===== config.mk =====
export PLATFORM = sky130hd
export DESIGN_NAME = vga_capture_flat
export DESIGN_NICKNAME = d
export VERILOG_FILES = /design/src/rtl/vga_capture_if.sv /design/src/rtl/vga_capture.sv /design/src/flat_wrapper.sv
export SDC_FILE = /design/constraint.sdc
export NUM_CORES = 1
export LEC_CHECK = 0
export ABC_AREA = 1
export CAP_MARGIN = 20
export CORE_MARGIN = 8
export CORE_UTILIZATION = 30
export CTS_CLUSTER_SIZE = 14
export DETAILED_ROUTE_END_ITERATION = 8
export MAX_ROUTING_LAYER = met4
export SLEW_MARGIN = 10
export SYNTH_ARGS = -nofsm -noshare
export SYNTH_HDL_FRONTEND = slang
export SYNTH_SLANG_ARGS = --single-unit

===== constraint.sdc =====
create_clock -name clk -period 4.4 [get_ports clk]
set_input_delay 1.32 -clock clk [delete_from_list [all_inputs] [get_ports clk]]
set_output_delay 1.32 -clock clk [all_outputs]
set_load 0.05 [all_outputs]

===== src/rtl/vga_capture_if.sv =====
// rtl/vga_capture_if.sv - signal bundle between a VGA source and vga_capture
//
// Source side : _hSync, _vSync (active low), rIn/gIn/bIn (4b colour).
// Capture side: locked, isVisible, x/y (10b), r/g/b (4b), frameStart,
//               hTotal/vTotal (10b), frameCount (16b), errorCount (8b).
// master = the source / observer, slave = vga_capture.
interface vga_capture_if;
    logic        _hSync;
    logic        _vSync;
    logic [3:0]  rIn;
    logic [3:0]  gIn;
    logic [3:0]  bIn;
    logic        locked;
    logic        isVisible;
    logic [9:0]  x;
    logic [9:0]  y;
    logic [3:0]  r;
    logic [3:0]  g;
    logic [3:0]  b;
    logic        frameStart;
    logic [9:0]  hTotal;
    logic [9:0]  vTotal;
    logic [15:0] frameCount;
    logic [7:0]  errorCount;

    modport master (
        output _hSync, _vSync, rIn, gIn, bIn,
        input  locked, isVisible, x, y, r, g, b, frameStart,
               hTotal, vTotal, frameCount, errorCount
    );

    modport slave (
        input  _hSync, _vSync, rIn, gIn, bIn,
        output locked, isVisible, x, y, r, g, b, frameStart,
               hTotal, vTotal, frameCount, errorCount
    );
endinterface


===== src/rtl/vga_capture.sv =====
// rtl/vga_capture.sv - VGA timing lock detector and active-area pixel capture
//
// Ports: clk (pixel clock), _reset (async active-low), vga (vga_capture_if.slave:
// syncs and colour in; lock status, coordinates, captured pixel, measured
// timing and statistics out).
// Optional feature macro: VGA_CAPTURE_STATS_EN enables frameCount/errorCount;
// without it both read as constant 0.
module vga_capture #(
    parameter int H_SYNC    = 96,
    parameter int H_BACK    = 48,
    parameter int H_VISIBLE = 640,
    parameter int V_SYNC    = 2,
    parameter int V_BACK    = 33,
    parameter int V_VISIBLE = 480
) (
    input  logic         clk,
    input  logic         _reset,
    vga_capture_if.slave vga
);
    localparam logic [9:0]  H_START = 10'(H_SYNC + H_BACK);
    localparam logic [10:0] H_END   = 11'(H_SYNC + H_BACK + H_VISIBLE);
    localparam logic [9:0]  V_START = 10'(V_SYNC + V_BACK);
    localparam logic [10:0] V_END   = 11'(V_SYNC + V_BACK + V_VISIBLE);

    typedef enum logic [1:0] {SEARCH, MEASURE, VERIFY, LOCKED} state_t;

    state_t      state_q, state_d;
    // [0],[1] synchronizer stages, [2] history for edge detection
    logic [2:0]  hsync_q, vsync_q;
    logic [11:0] pix1_q, pix2_q;
    logic [9:0]  hcount_q, hcount_d;
    logic [9:0]  vcount_q, vcount_d;
    logic [9:0]  htotal_q, htotal_d;
    logic [9:0]  vtotal_q, vtotal_d;
    logic        vis_q, vis_d;
    logic [9:0]  x_q, y_q;
    logic [3:0]  r_q, g_q, b_q;
    logic        frame_start_q;

    logic        h_fall, v_fall, timeout, h_in, v_in;
    logic [9:0]  line_len, frame_len;

    assign h_fall    = hsync_q[2] & ~hsync_q[1];
    assign v_fall    = vsync_q[2] & ~vsync_q[1];
    assign line_len  = hcount_q + 10'd1;
    // A vFall normally lands together with the hFall that closes the last line.
    assign frame_len = vcount_q + {9'd0, h_fall};
    // An arriving hFall restarts the line, so a saturated count is not a timeout then.
    assign timeout   = (hcount_q == 10'h3FF) && !h_fall;
    assign h_in      = (hcount_q >= H_START) && ({1'b0, hcount_q} < H_END);
    assign v_in      = (vcount_q >= V_START) && ({1'b0, vcount_q} < V_END);

    always_comb begin
        hcount_d = (hcount_q == 10'h3FF) ? hcount_q : hcount_q + 10'd1;
        if (h_fall) hcount_d = '0;
        vcount_d = vcount_q;
        if (v_fall)                              vcount_d = '0;
        else if (h_fall && vcount_q != 10'h3FF)  vcount_d = vcount_q + 10'd1;
        vis_d = (state_q == LOCKED) && h_in && v_in;
    end

    always_comb begin
        state_d  = state_q;
        htotal_d = htotal_q;
        vtotal_d = vtotal_q;
        unique case (state_q)
            SEARCH: if (v_fall) state_d = MEASURE;
            MEASURE: begin
                if (h_fall) htotal_d = line_len;
                if (v_fall) begin
                    vtotal_d = frame_len;
                    state_d  = VERIFY;
                end
            end
            VERIFY: begin
                if (h_fall && line_len != htotal_q) begin
                    state_d = MEASURE;
                end else if (v_fall) begin
                    if (frame_len == vtotal_q) state_d = LOCKED;
                    else                       vtotal_d = frame_len;
                end
            end
            LOCKED: begin
                if ((h_fall && line_len != htotal_q) || (v_fall && frame_len != vtotal_q))
                    state_d = SEARCH;
            end
            default: state_d = SEARCH;
        endcase
        if (timeout) state_d = SEARCH;
    end

    always_ff @(posedge clk or negedge _reset) begin
        if (!_reset) begin
            state_q       <= SEARCH;
            hsync_q       <= 3'b111;
            vsync_q       <= 3'b111;
            pix1_q        <= '0;
            pix2_q        <= '0;
            hcount_q      <= '0;
            vcount_q      <= '0;
            htotal_q      <= '0;
            vtotal_q      <= '0;
            vis_q         <= 1'b0;
            x_q           <= '0;
            y_q           <= '0;
            r_q           <= '0;
            g_q           <= '0;
            b_q           <= '0;
            frame_start_q <= 1'b0;
        end else begin
            state_q       <= state_d;
            hsync_q       <= {hsync_q[1:0], vga._hSync};
            vsync_q       <= {vsync_q[1:0], vga._vSync};
            pix1_q        <= {vga.rIn, vga.gIn, vga.bIn};
            pix2_q        <= pix1_q;
            hcount_q      <= hcount_d;
            vcount_q      <= vcount_d;
            htotal_q      <= htotal_d;
            vtotal_q      <= vtotal_d;
            vis_q         <= vis_d;
            x_q           <= vis_d ? hcount_q - H_START : '0;
            y_q           <= vis_d ? vcount_q - V_START : '0;
            r_q           <= vis_d ? pix2_q[11:8] : '0;
            g_q           <= vis_d ? pix2_q[7:4]  : '0;
            b_q           <= vis_d ? pix2_q[3:0]  : '0;
            frame_start_q <= v_fall;
        end
    end

    assign vga.locked     = (state_q == LOCKED);
    assign vga.isVisible  = vis_q;
    assign vga.x          = x_q;
    assign vga.y          = y_q;
    assign vga.r          = r_q;
    assign vga.g          = g_q;
    assign vga.b          = b_q;
    assign vga.frameStart = frame_start_q;
    assign vga.hTotal     = htotal_q;
    assign vga.vTotal     = vtotal_q;

`ifdef VGA_CAPTURE_STATS_EN
    logic [15:0] frame_count_q;
    logic [7:0]  error_count_q;
    logic        lose_lock;

    // Leaving LOCKED always means SEARCH: a mismatch or a timeout.
    assign lose_lock = (state_q == LOCKED) && (state_d == SEARCH);

    always_ff @(posedge clk or negedge _reset) begin
        if (!_reset) begin
            frame_count_q <= '0;
            error_count_q <= '0;
        end else begin
            if (v_fall && state_q == LOCKED)       frame_count_q <= frame_count_q + 16'd1;
            if (lose_lock && error_count_q != 8'hFF) error_count_q <= error_count_q + 8'd1;
        end
    end

    assign vga.frameCount = frame_count_q;
    assign vga.errorCount = error_count_q;
`else
    assign vga.frameCount = '0;
    assign vga.errorCount = '0;
`endif
endmodule

===== src/flat_wrapper.sv =====
// flat-port wrapper written by rule: the top's interface ports become plain ports
module vga_capture_flat 
#(
    parameter int H_SYNC    = 96,
    parameter int H_BACK    = 48,
    parameter int H_VISIBLE = 640,
    parameter int V_SYNC    = 2,
    parameter int V_BACK    = 33,
    parameter int V_VISIBLE = 480
)
  (clk, _reset, vga__hSync, vga__vSync, vga_rIn, vga_gIn, vga_bIn, vga_locked, vga_isVisible, vga_x, vga_y, vga_r, vga_g, vga_b, vga_frameStart, vga_hTotal, vga_vTotal, vga_frameCount, vga_errorCount);
  vga_capture_if vga_i ();
  input  logic clk;
  input  logic _reset;
  input wire logic [$bits(vga_i._hSync)-1:0] vga__hSync;
  input wire logic [$bits(vga_i._vSync)-1:0] vga__vSync;
  input wire logic [$bits(vga_i.rIn)-1:0] vga_rIn;
  input wire logic [$bits(vga_i.gIn)-1:0] vga_gIn;
  input wire logic [$bits(vga_i.bIn)-1:0] vga_bIn;
  output wire logic [$bits(vga_i.locked)-1:0] vga_locked;
  output wire logic [$bits(vga_i.isVisible)-1:0] vga_isVisible;
  output wire logic [$bits(vga_i.x)-1:0] vga_x;
  output wire logic [$bits(vga_i.y)-1:0] vga_y;
  output wire logic [$bits(vga_i.r)-1:0] vga_r;
  output wire logic [$bits(vga_i.g)-1:0] vga_g;
  output wire logic [$bits(vga_i.b)-1:0] vga_b;
  output wire logic [$bits(vga_i.frameStart)-1:0] vga_frameStart;
  output wire logic [$bits(vga_i.hTotal)-1:0] vga_hTotal;
  output wire logic [$bits(vga_i.vTotal)-1:0] vga_vTotal;
  output wire logic [$bits(vga_i.frameCount)-1:0] vga_frameCount;
  output wire logic [$bits(vga_i.errorCount)-1:0] vga_errorCount;
  assign vga_i._hSync = vga__hSync;
  assign vga_i._vSync = vga__vSync;
  assign vga_i.rIn = vga_rIn;
  assign vga_i.gIn = vga_gIn;
  assign vga_i.bIn = vga_bIn;
  assign vga_locked = vga_i.locked;
  assign vga_isVisible = vga_i.isVisible;
  assign vga_x = vga_i.x;
  assign vga_y = vga_i.y;
  assign vga_r = vga_i.r;
  assign vga_g = vga_i.g;
  assign vga_b = vga_i.b;
  assign vga_frameStart = vga_i.frameStart;
  assign vga_hTotal = vga_i.hTotal;
  assign vga_vTotal = vga_i.vTotal;
  assign vga_frameCount = vga_i.frameCount;
  assign vga_errorCount = vga_i.errorCount;
  vga_capture #(.H_SYNC(H_SYNC), .H_BACK(H_BACK), .H_VISIBLE(H_VISIBLE), .V_SYNC(V_SYNC), .V_BACK(V_BACK), .V_VISIBLE(V_VISIBLE)) u_core (.clk(clk), ._reset(_reset), .vga(vga_i));
endmodule

==> summary.txt <==
Outcome
  • Status: finished, final reports clean

Global route
  • Number of antenna violations at the first check in global routing: 0
  • GRT Overall Usage: 11.84%
  • Wire length of the first global-routing pass: approximately 19000 um
  • Number of global-route vias before repair: 3689
  • Largest net degree at the start of global routing: 107
  • Residual overflow from global routing: 0

Drt
  • Vias: between 3000 and 4000
  • Remaining antenna violation count: 0
  • Wire per inst: roughly 13 um
  • First drt pass iteration count: 4
  • Routed wire length: approximately 11000 um
  • DR vias/cell: 4.264
  • Starting DRT DRC Count: 220
  • Number of design rule violations left after detail routing: 0

Placement
  • Worst setup slack before clock tree synthesis: ~1.6 ns
  • Final weighted congestion in routability-driven placement: 0.8477
  • Half-perimeter wire length after detailed placement: 8255 um
  • Number of placed instances, taps included: between 800 and 900
  • Count of port buffers added during placement: 70

Logic synthesis
  • Library cell occupying the most area in the post-synthesis netlist: dfrtp_1
  • Commonest cells in the netlist: nand2_1, dfrtp_1, inv_1
  • Synth Cell Area: about 0.005 mm^2
  • Synthesis Warnings: 0
  • Post-Syn Instances: 568
  • Average cell area after synthesis: 8.736 um^2
  • Portion of synthesized cell area occupied by the leading cell type: between 50% and 60%
  • Cell variety after synth: 36
  • Top cells by area, synth: dfrtp_1, nand2_1, inv_1
  • Ys async rst share: 100.0%
  • Sequential-to-total area share from yosys stat: between 50 and 60%
  • Most frequently used cell type in the post-synthesis netlist: nand2_1
  • Prevailing post-synth register cell: dfrtp_1
  • Number of synthesized flops with an enable pin: 0
  • Register bit total from synthesis: between 100 and 150

Critical path
  • Endpoint kind of the worst setup timing path: output pin
  • Startpoint class of the critical path: flip-flop
  • Arrival time of the worst setup path: approximately 1.9 ns
  • Critical path start-end classification: flip-flop to output pin
  • Launch point of the critical path: u_core.state_q[0]
  • Required time of the critical path: ~3.1 ns
  • R2r startpoint: u_core.hsync_q[2]
  • Worst-path fanout max: 5

Floorplan
  • Core Region: between 0.015 and 0.02 mm^2
  • Initial standard-cell utilization of the core: a little under a third
  • Rows: 47
  • Die height: ~140 um
  • Ports placed on the boundary: between 90 and 100
  • Die area: around 0.021 mm^2
  • Die X: around 140 um

Min path
  • HP Class: flip-flop to flip-flop
  • Hold path start: u_core.pix1_q[6]

STA
  • Highest clock frequency the design can meet: 312.8 MHz
  • Final count of hold timing violations: 0
  • Worst setup slack after layout: 1.203 ns
  • RSZ-0062 raised after global routing: no
  • Final Slew Violations: 0
  • Post-route fraction of the period consumed by the critical path: around 73%
  • Clock skew after layout: ~0.0082 ns
  • Setup total negative slack: 0 ns
  • Transition time at the pin with the least slew margin: between 1 and 1.5 ns
  • Clock period minus worst slack: ~3.2 ns
  • Slew Limit Headroom: between 30 and 40%
  • # setup viols final: 0
  • Worst hold slack across all endpoints: ~0.35 ns

Job
  • Count of maximum capacitance violations: 0

Power
  • Switching power total: between 1 and 1.5 mW
  • Power density normalized to cell area: 454.3 mW/mm^2
  • Relative contribution of sequential cells to total power: 40.9%
  • Leakage: between 2 and 3 nW
  • Maximum vdd drop: ~0.00023 V
  • Cell Int Power: approximately 1.7 mW
  • Power consumption: roughly 2.8 mW
  • Proportion of power drawn by the clock network: between 20% and 30%
  • Switching part of the total: a little under two fifths
  • Comb power frac: between 20% and 30%

Cells and area
  • Number of non-filler instances in the completed layout: a little under 900
  • Layout cell share with drive strength beyond 1: 10.06%
  • Final net count: 670
  • Area Overhead vs Synth: 23.30%
  • Diode insertion count for antenna repair: 0

Clocking
  • H-Tree Level Count: 3
  • Number of cells upsized or downsized after cts: 0
  • Cts bufs inserted: 9
  • Number of hold buffers added after CTS: 0
  • CTS clock-pin slew for the worst setup and hold paths: ~0.070 ns
  • Clock sink count: around 110
  • # Post-CTS Setup Buffers: 0
  • Latest clock arrival within the worst-skew pair: 0.35 ns
  • Clock tree from TritonCTS: built
  • Cell chosen for the clock root: clkbuf_16
  • Buffer depth of the longest clock path: 2
## logic make-up after synthesis
group | after synthesis | synth area share, %
flops | 106 | 53.61
simple gates | 265 | 23.32
buf+inv | 106 | 10.26
xor+xnor | 10 | 1.765
fa+ha+maj | 13 | 3.278
other cells | 1 | 0.07557
compound gates | 67 | 7.691
## critical path, cell delays in order (launching register included)
cell and delay, ns:
dfrtp_1 0.41, ha_1 0.27, clkdlybuf4s50_1 0.85
## metal layers
metal | up-vias | wire (um) | GRT usage, %
met4 | 0 | 254 | 5.367
met2 | 66 | 5358 | 18.23
met3 | 17 | 436 | 2.707
met1 | 1733 | 5173 | 14.61
li1 | 1877 | - | -
met5 | - | 0 | -
## power by group through the flow
stage	combinational [mW]	clock, mW	sequential (mW)
global route	0.929	0.881	1.15
floorplan	0.524	0	1.26
CTS	0.836	0.846	1.14
detailed placement	0.830	0	1.16
finish	0.826	0.816	1.14
global placement	0.826	0	1.16
## flip-flops by register name (all words and copies together) (netlist names), 10 cells and up
name / count
u_core.vga.vTotal: 10
u_core.vcount_q: 10
u_core.pix2_q: 12
u_core.vga.hTotal: 10
u_core.vga.y: 10
u_core.hcount_q: 10
u_core.pix1_q: 12
u_core.vga.x: 10
## placed cells by master, fill, tap and decap left out, types with 2 or more instances in the layout
| cell type | count |
|---|---|
| xnor2_1 | 2 |
| xor2_1 | 8 |
| clkbuf_16 | 9 |
| nor2_1 | 53 |
| dfstp_2 | 6 |
| inv_8 | 3 |
| o22ai_1 | 3 |
| nand3_1 | 37 |
| nand4_1 | 4 |
| nor2_4 | 2 |
| nand3b_1 | 7 |
| o21ai_0 | 25 |
| clkdlybuf4s50_1 | 69 |
| clkbuf_8 | 2 |
| dfrtp_1 | 100 |
| nand2_2 | 8 |
| ha_1 | 13 |
| o21ai_2 | 7 |
| buf_4 | 2 |
| nor2_2 | 10 |
| inv_1 | 63 |
| inv_2 | 9 |
| nand2_1 | 139 |
| o21ai_1 | 4 |
| a21oi_1 | 23 |
| conb_1 | 24 |
## layout make-up
type,count,area [um^2]
clock buffers,11,252.7
clock inverters,5,51.30
fillers,1721,10230
inverters,73,274.0
multi-input cells,379,1879
flip-flops and latches,106,2660
well taps,220,275.3
repair buffers,72,725.7
## path summary, 6_finish.rpt
path	end	slack, ns	cells past startpoint
min reg2reg	u_core.pix2_q[6]	0.35	0
max in group asynchronous	u_core.state_q[1]	2.92	2
min in group asynchronous	u_core.vga.hTotal[7]	0.98	2
max	vga_locked	1.20	2
min	u_core.pix2_q[6]	0.35	0
max reg2reg	u_core.vga.vTotal[9]	1.62	19
## per-stage QoR
stage               area [um^2]  utilization (%)
floorplan                  5049                -
global placement           5814            35.57
finish                     6118            37.43
detailed placement         5814            35.57
CTS                        6118            37.43
global route               6118            37.43
Power figures use the tool's default switching activity.
